[config.mk]
export PLATFORM = sky130hd
export DESIGN_NAME = spi_psram_writer
export DESIGN_NICKNAME = d
export VERILOG_FILES = /design/src/rtl/spi_psram_writer.sv
export SDC_FILE = /design/constraint.sdc
export NUM_CORES = 1
export LEC_CHECK = 0
export BUFFER_PORTS_ARGS = -buffer_cell sky130_fd_sc_hd__buf_4
export CAP_MARGIN = 20
export CORE_MARGIN = 2
export CORE_UTILIZATION = 62
export CTS_CLUSTER_SIZE = 16
export DETAILED_ROUTE_END_ITERATION = 8
export PLACE_DENSITY = 0.79
export SETUP_SLACK_MARGIN = 0.3
export SYNTH_ARGS = -nofsm -noshare
export SYNTH_HDL_FRONTEND = slang
export SYNTH_SLANG_ARGS = --single-unit
[constraint.sdc]
create_clock -name clk -period 4.5 [get_ports clk]
set_input_delay 0 -clock clk [delete_from_list [all_inputs] [get_ports clk]]
set_output_delay 0 -clock clk [all_outputs]
set_load 0.05 [all_outputs]
[src/rtl/spi_psram_writer.sv]
// SPI-to-PSRAM write bridge: parses WRITE/STATUS commands from the SPI protocol
// wrapper, packs data bytes into 32-bit words, buffers them in a word FIFO and
// drains the FIFO to the memory interface in bursts of up to BURST_LEN words.
module spi_psram_writer #(
  parameter int BURST_LEN  = 16,
  parameter int FIFO_DEPTH = 32
) (
  input  logic        clk,
  input  logic        rst,
  input  logic [7:0]  pw_wdata,
  input  logic        pw_wcmd,
  input  logic        pw_wstb,
  input  logic        pw_end,
  output logic        pw_req,
  input  logic        pw_gnt,
  output logic [7:0]  pw_rdata,
  output logic        pw_rstb,
  output logic [31:0] mi_addr,
  output logic [6:0]  mi_len,
  output logic        mi_rw,
  output logic        mi_valid,
  input  logic        mi_ready,
  output logic [31:0] mi_wdata,
  input  logic        mi_wack,
  output logic        mi_wlast
);
  localparam int PW = $clog2(FIFO_DEPTH);
  localparam int LW = PW + 1;
  localparam logic [LW-1:0] DEPTH_L = LW'(FIFO_DEPTH);
  localparam logic [LW-1:0] BURST_L = LW'(BURST_LEN);

  typedef enum logic [2:0] {P_IDLE, P_ADDR, P_DATA, P_STAT, P_DISC} pstate_t;
  typedef enum logic [1:0] {M_IDLE, M_REQ, M_DATA} mstate_t;

  pstate_t ps_q, ps_d;
  mstate_t ms_q, ms_d;
  logic [1:0]    bcnt_q, bcnt_d;
  logic [13:0]   abuf_q, abuf_d;
  logic [23:0]   wbuf_q, wbuf_d;
  logic [21:0]   waddr_q, waddr_d;
  logic          flush_q, flush_d, err_q, err_d, ovf_q, ovf_d;
  logic          pw_req_q, pw_req_d;
  logic [LW-1:0] n_q, n_d, rem_q, rem_d, level_q, level_d, n_sel;
  logic [21:0]   mi_addr_q, mi_addr_d;
  logic [6:0]    mi_len_q, mi_len_d;
  logic [PW-1:0] wr_ptr_q, wr_ptr_d, rd_ptr_q, rd_ptr_d;
  logic [31:0]   mem [FIFO_DEPTH];
  logic          push, pop, busy, gnt_fire, addr_load;
  logic [31:0]   push_word;
  logic [7:0]    status;

  // Command parser, byte packing, sticky flags and status-read handshake
  always_comb begin
    ps_d      = ps_q;
    bcnt_d    = bcnt_q;
    abuf_d    = abuf_q;
    wbuf_d    = wbuf_q;
    flush_d   = flush_q;
    err_d     = err_q;
    ovf_d     = ovf_q;
    pw_req_d  = pw_req_q;
    push      = 1'b0;
    addr_load = 1'b0;
    push_word = {pw_wdata, wbuf_q};
    busy      = (level_q != '0) || flush_q || (ms_q != M_IDLE);
    gnt_fire  = pw_req_q && pw_gnt;
    status    = {busy, 5'b0, err_q, ovf_q};

    if (flush_q && (level_q == '0) && (ms_q == M_IDLE)) flush_d = 1'b0;

    // Status read clears sticky flags; any set later in this block wins.
    if (gnt_fire) begin
      err_d    = 1'b0;
      ovf_d    = 1'b0;
      pw_req_d = 1'b0;
      if (ps_q == P_STAT) ps_d = P_DISC;
    end

    if (pw_end) begin
      bcnt_d = 2'd0;
      if (level_q != '0) flush_d = 1'b1;
      ps_d = P_IDLE;
    end else if (pw_wstb && pw_wcmd) begin
      bcnt_d = 2'd0;
      if (level_q != '0) flush_d = 1'b1;
      case (pw_wdata)
        8'hE0:   ps_d = P_ADDR;
        8'hE1: begin
          ps_d     = P_STAT;
          pw_req_d = 1'b1;
        end
        default: ps_d = P_DISC;
      endcase
    end else if (pw_wstb) begin
      case (ps_q)
        P_ADDR: begin
          bcnt_d = bcnt_q + 2'd1;
          abuf_d = {abuf_q[5:0], pw_wdata};
          if (bcnt_q == 2'd2) begin
            bcnt_d = 2'd0;
            if (busy) begin
              ps_d  = P_DISC;
              err_d = 1'b1;
            end else begin
              ps_d      = P_DATA;
              addr_load = 1'b1;
            end
          end
        end
        P_DATA: begin
          // Shift in from the top so the first byte ends up in bits 7:0.
          bcnt_d = bcnt_q + 2'd1;
          wbuf_d = {pw_wdata, wbuf_q[23:8]};
          if (bcnt_q == 2'd3) begin
            if (level_q != DEPTH_L) push = 1'b1;
            else ovf_d = 1'b1;
          end
        end
        default: ;
      endcase
    end
  end

  // Memory burst FSM, FIFO pointers and write-address bookkeeping
  always_comb begin
    ms_d      = ms_q;
    n_d       = n_q;
    rem_d     = rem_q;
    mi_addr_d = mi_addr_q;
    mi_len_d  = mi_len_q;
    waddr_d   = waddr_q;
    n_sel     = (level_q >= BURST_L) ? BURST_L : level_q;
    pop       = (ms_q == M_DATA) && mi_wack;

    if (addr_load) waddr_d = {abuf_q, pw_wdata};

    case (ms_q)
      M_IDLE: begin
        if ((level_q >= BURST_L) || (flush_q && (level_q != '0))) begin
          ms_d      = M_REQ;
          n_d       = n_sel;
          rem_d     = n_sel;
          mi_len_d  = 7'(n_sel - LW'(1));
          mi_addr_d = waddr_q;
        end
      end
      M_REQ: begin
        if (mi_ready) ms_d = M_DATA;
      end
      M_DATA: begin
        if (mi_wack) begin
          rem_d = rem_q - LW'(1);
          if (rem_q == LW'(1)) begin
            ms_d    = M_IDLE;
            waddr_d = waddr_q + 22'(n_q);
          end
        end
      end
      default: ms_d = M_IDLE;
    endcase

    wr_ptr_d = push ? wr_ptr_q + PW'(1) : wr_ptr_q;
    rd_ptr_d = pop  ? rd_ptr_q + PW'(1) : rd_ptr_q;
    level_d  = level_q + LW'(push) - LW'(pop);
  end

  // Control state registers
  always_ff @(posedge clk) begin
    if (rst) begin
      ps_q      <= P_IDLE;
      ms_q      <= M_IDLE;
      bcnt_q    <= '0;
      waddr_q   <= '0;
      flush_q   <= 1'b0;
      err_q     <= 1'b0;
      ovf_q     <= 1'b0;
      pw_req_q  <= 1'b0;
      n_q       <= '0;
      rem_q     <= '0;
      level_q   <= '0;
      wr_ptr_q  <= '0;
      rd_ptr_q  <= '0;
      mi_addr_q <= '0;
      mi_len_q  <= '0;
    end else begin
      ps_q      <= ps_d;
      ms_q      <= ms_d;
      bcnt_q    <= bcnt_d;
      waddr_q   <= waddr_d;
      flush_q   <= flush_d;
      err_q     <= err_d;
      ovf_q     <= ovf_d;
      pw_req_q  <= pw_req_d;
      n_q       <= n_d;
      rem_q     <= rem_d;
      level_q   <= level_d;
      wr_ptr_q  <= wr_ptr_d;
      rd_ptr_q  <= rd_ptr_d;
      mi_addr_q <= mi_addr_d;
      mi_len_q  <= mi_len_d;
    end
  end

  // Byte assembly registers; contents are don't-care until bytes arrive
  always_ff @(posedge clk) begin
    abuf_q <= abuf_d;
    wbuf_q <= wbuf_d;
  end

  // FIFO storage
  always_ff @(posedge clk) begin
    if (push) mem[wr_ptr_q] <= push_word;
  end

  assign pw_req   = pw_req_q;
  assign pw_rstb  = gnt_fire;
  assign pw_rdata = gnt_fire ? status : 8'h00;
  assign mi_addr  = {10'b0, mi_addr_q};
  assign mi_len   = mi_len_q;
  assign mi_rw    = 1'b0;
  assign mi_valid = (ms_q == M_REQ);
  assign mi_wdata = mem[rd_ptr_q];
  assign mi_wlast = (ms_q == M_DATA) && (rem_q == LW'(1));
endmodule

==> flow_metrics.py <==
metrics = {
    "clocking": {
        "clock_path_buffers": 3,
        "post_cts_buffers": 0,
        "htreeDepth": 3,
        "cts_sinks": 1157,
        "clock_latency_ns": 0.67,
        "cts_resized": 0,
        "clk_pin_slew_ns": 0.06,
        "numCtsBuffers": 109,
        "postCtsHoldBufs": 22,
        "cts_tree": "built",
        "cts_root_buffer": "clkbuf_16",
    },
    "power": {
        "swShare_pct": 22.5,
        "p_int_w": 0.0177,
        "power_frac_seq_pct": 51.6,
        "p_clk_share_pct": 40.7,
        "irDropWorstVdd_v": 0.000542,
        "comb_power_share_pct": 7.8,
        "p_leak_nw": 15.8,
        "power_w": 0.0228,
        "p_switching_w": 0.00513,
        "power_density_nw_per_um2": 446,
    },
    "critical_path": {
        "start_kind": "flop",
        "required_ns": 4.50,
        "rr_startpoint": "level_q[2]",
        "reg2regPathDepth": 14,
        "critical_path.max_fanout": 26,
        "endpoint_kind": "output pin",
        "critPathKind": "flop to output pin",
        "timing.rr.end": "level_q[4]",
        "r2r_slack_ns": 0.99,
        "worstPathArrival_ns": 3.52,
    },
    "floorplan": {
        "floorplan.die.width_um": 273,
        "initial_utilization_pct": 62.8,
        "fp.dieH_um": 273,
        "die_area_sq_um": 74700,
        "rows": 98,
        "coreArea_sq_um": 71600,
        "ios": 100,
    },
    "route": {
        "viasPerCell": 6.66,
        "drc": 0,
        "wire_per_inst_um": 30.6,
        "vias": 22828,
        "detail-route-antenna-nets": 0,
        "drt_iter0_drc": 2814,
        "firstDrtPassIters": 5,
        "routed_wl_mm": 105,
    },
    "timing": {
        "fin_ws_ns": 0.976,
        "worst_pin_slew_ns": 1.18,
        "relSlewSlack_pct": 21.3,
        "setup_viol_count_final": 0,
        "max_freq_mhz": 284,
        "rsz0062_at_grt": "no",
        "slew_viol_final": 0,
        "hold_viol": 0,
        "clock-skew-final_ns": 0.0325,
        "period_minus_slack_ns": 3.52,
        "final.setup.tns_ns": 0,
        "post-route-period-util_pct": 78.3,
    },
    "logic_synthesis": {
        "yosys_warnings": 0,
        "synth_edf_count": 1062,
        "yosys.area_share.simple_pct": 3.14,
        "synth_fa_ha_area_share_pct": 0.757,
        "synth-seq-cells": 1157,
        "syn_area_sq_um": 45000,
        "async_flop_share_pct": 0,
        "synth-main-ff-cell": "edfxtp_1",
        "yosys-top-cells-area": "edfxtp_1 (71%), mux4_2 (14%), dfxtp_1 (4.2%)",
        "synth_top_family_by_area": "multiplexers",
        "synth_xor_area_share_pct": 0.292,
        "syn_area_per_cell_sq_um": 20.3,
        "synthMuxAreaShare_pct": 16.1,
        "netlist-cell-type-count": 64,
        "seq_area_frac_synth_pct": 75.2,
        "synth_compound_area_share_pct": 2.97,
        "synth_cells": 2210,
        "synth_top_cell_by_area": "edfxtp_1",
        "yosysTopAreaCellShare_pct": 70.9,
    },
    "layout": {
        "layoutNonFillerInstCount": 3426,
        "fin_nets": 2428,
        "antennaDiodeCount": 0,
        "final_util_pct": 71.5,
        "area_growth_pct": 13.8,
        "final_cell_mix": "edfxtp_1 (1062), mux4_2 (288), buf_4 (138), clkbuf_16 (113), nand2_1 (94)",
        "final_common_cell": "edfxtp_1",
        "final_layout_size_suffix_gt1_share_pct": 26.8,
        "nFillCells": 4024,
    },
    "placed_design": {
        "pre_cts_ws_ns": 1.02,
        "numPortBuffers": 83,
        "hpwl_mm": 57.3,
        "dp.cells": 3188,
        "place.gp.congestion": 0.852,
    },
    "worst_hold_path": {
        "worst_hold_path.endpoint": "ps_q[2]",
        "hold_depth": 3,
        "hp-start": "pw_end",
        "min_path_type": "primary input to flop",
    },
    "global_route": {
        "antenna_found_initial": 0,
        "grt_max_degree": 106,
        "grt_pass1_vias": 23207,
        "grt_pass1_wl_mm": 154,
        "track_usage_pct": 28.2,
        "grt_remaining_overflow": 0,
    },
    "outcome": {
        "run_status": "complete, no violations",
    },
    "flow_run": {
        "maxCapViolCount": 0,
    },
}
==> worst max path at each step <==
stage / startpoint / end / slack (ns) / depth (start not counted)
floorplan: level_q[2] / mem[28][0] / 1.02 / 6
global placement: level_q[2] / level_q[4] / 1.06 / 14
detailed placement: level_q[2] / mem[3][7] / 1.02 / 7
CTS: flop / mi_wdata[18] / 0.94 / 6
global route: level_q[2] / level_q[4] / 0.67 / 14
finish: flop / mi_wdata[18] / 0.98 / 6
==> synth_stat cells (6+ instances only) <==
cell type / n
xor2_1: 10
clkbuf_1: 59
or3_1: 9
buf_1: 19
mux2i_1: 72
dfxtp_1: 95
a31oi_1: 15
nand2_1: 94
nand3_1: 22
nor3_1: 11
nor2_1: 89
a211oi_1: 13
buf_4: 27
mux4_2: 288
nand4_1: 14
ha_1: 24
a21oi_1: 58
nor2b_1: 6
inv_1: 20
o21ai_0: 17
edfxtp_1: 1062
nand2b_1: 10
and3_1: 7
o211ai_1: 7
buf_2: 27
a22oi_1: 33
o21a_1: 35
==> cell families after synthesis <==
group,after synthesis
buffers and inverters,153
flip-flops,1157
adder cells (fa/ha/maj),26
multiplexers,362
AO/OA/AOI/OAI,200
other,1
AND/OR/NAND/NOR,296
XOR/XNOR,15
==> sequential cells by signal, summed over array words and instances (netlist names), 7 cells and up, named ones only <==
signal and flops:
mi_addr_q 22, mem 1024, abuf_q 14, wbuf_q 24, waddr_q 22, mi_len 7
==> metrics by stage <==
stage	hold WS [ns]	instance area, sq um
after floorplan	0.0785	45000
after global placement	0.236	47000
after detailed placement	0.243	47000
after CTS	0.0924	50800
after global routing	0.145	51200
final	0.133	51200
==> power groups by stage <==
stage | combinational [W] | clock (W) | sequential [W]
after global routing | 0.00191 | 0.00974 | 0.0118
after global placement | 0.00166 | 0 | 0.0120
after detailed placement | 0.00169 | 0 | 0.0120
after floorplan | 0.00120 | 0 | 0.0121
final | 0.00177 | 0.00928 | 0.0118
after CTS | 0.00173 | 0.00932 | 0.0118
==> worst max-delay path: stages, from the launching register on <==
cell     delay, ns
dfxtp_4       0.73
buf_4         0.41
mux4_2        0.55
mux2i_1       0.46
a22oi_1       0.28
o21a_1        0.19
buf_4         0.19
==> final cells by class <==
cell class	count	area (sq um)	share of cell area, %
repair buffers	183	1760	3.44
clock buffers	132	2930	5.72
inverters	20	75.1	0.147
well taps	950	1190	2.32
multi-input cells	915	10800	21.0
flip-flops and latches	1157	33800	66.1
clock inverters	69	649	1.27
==> layer usage <==
metal / vias up / GRT usage [%] / wire (um) / share of wire (%)
li1: 9415 / - / - / -
met5: - / 0 / 0 / 0
met3: 177 / 3.41 / 7270 / 6.9
met1: 12020 / 38.4 / 38600 / 37
met2: 1216 / 48.3 / 55700 / 53
met4: 0 / 9.28 / 3330 / 3.2
Power figures use the tool's default switching activity.
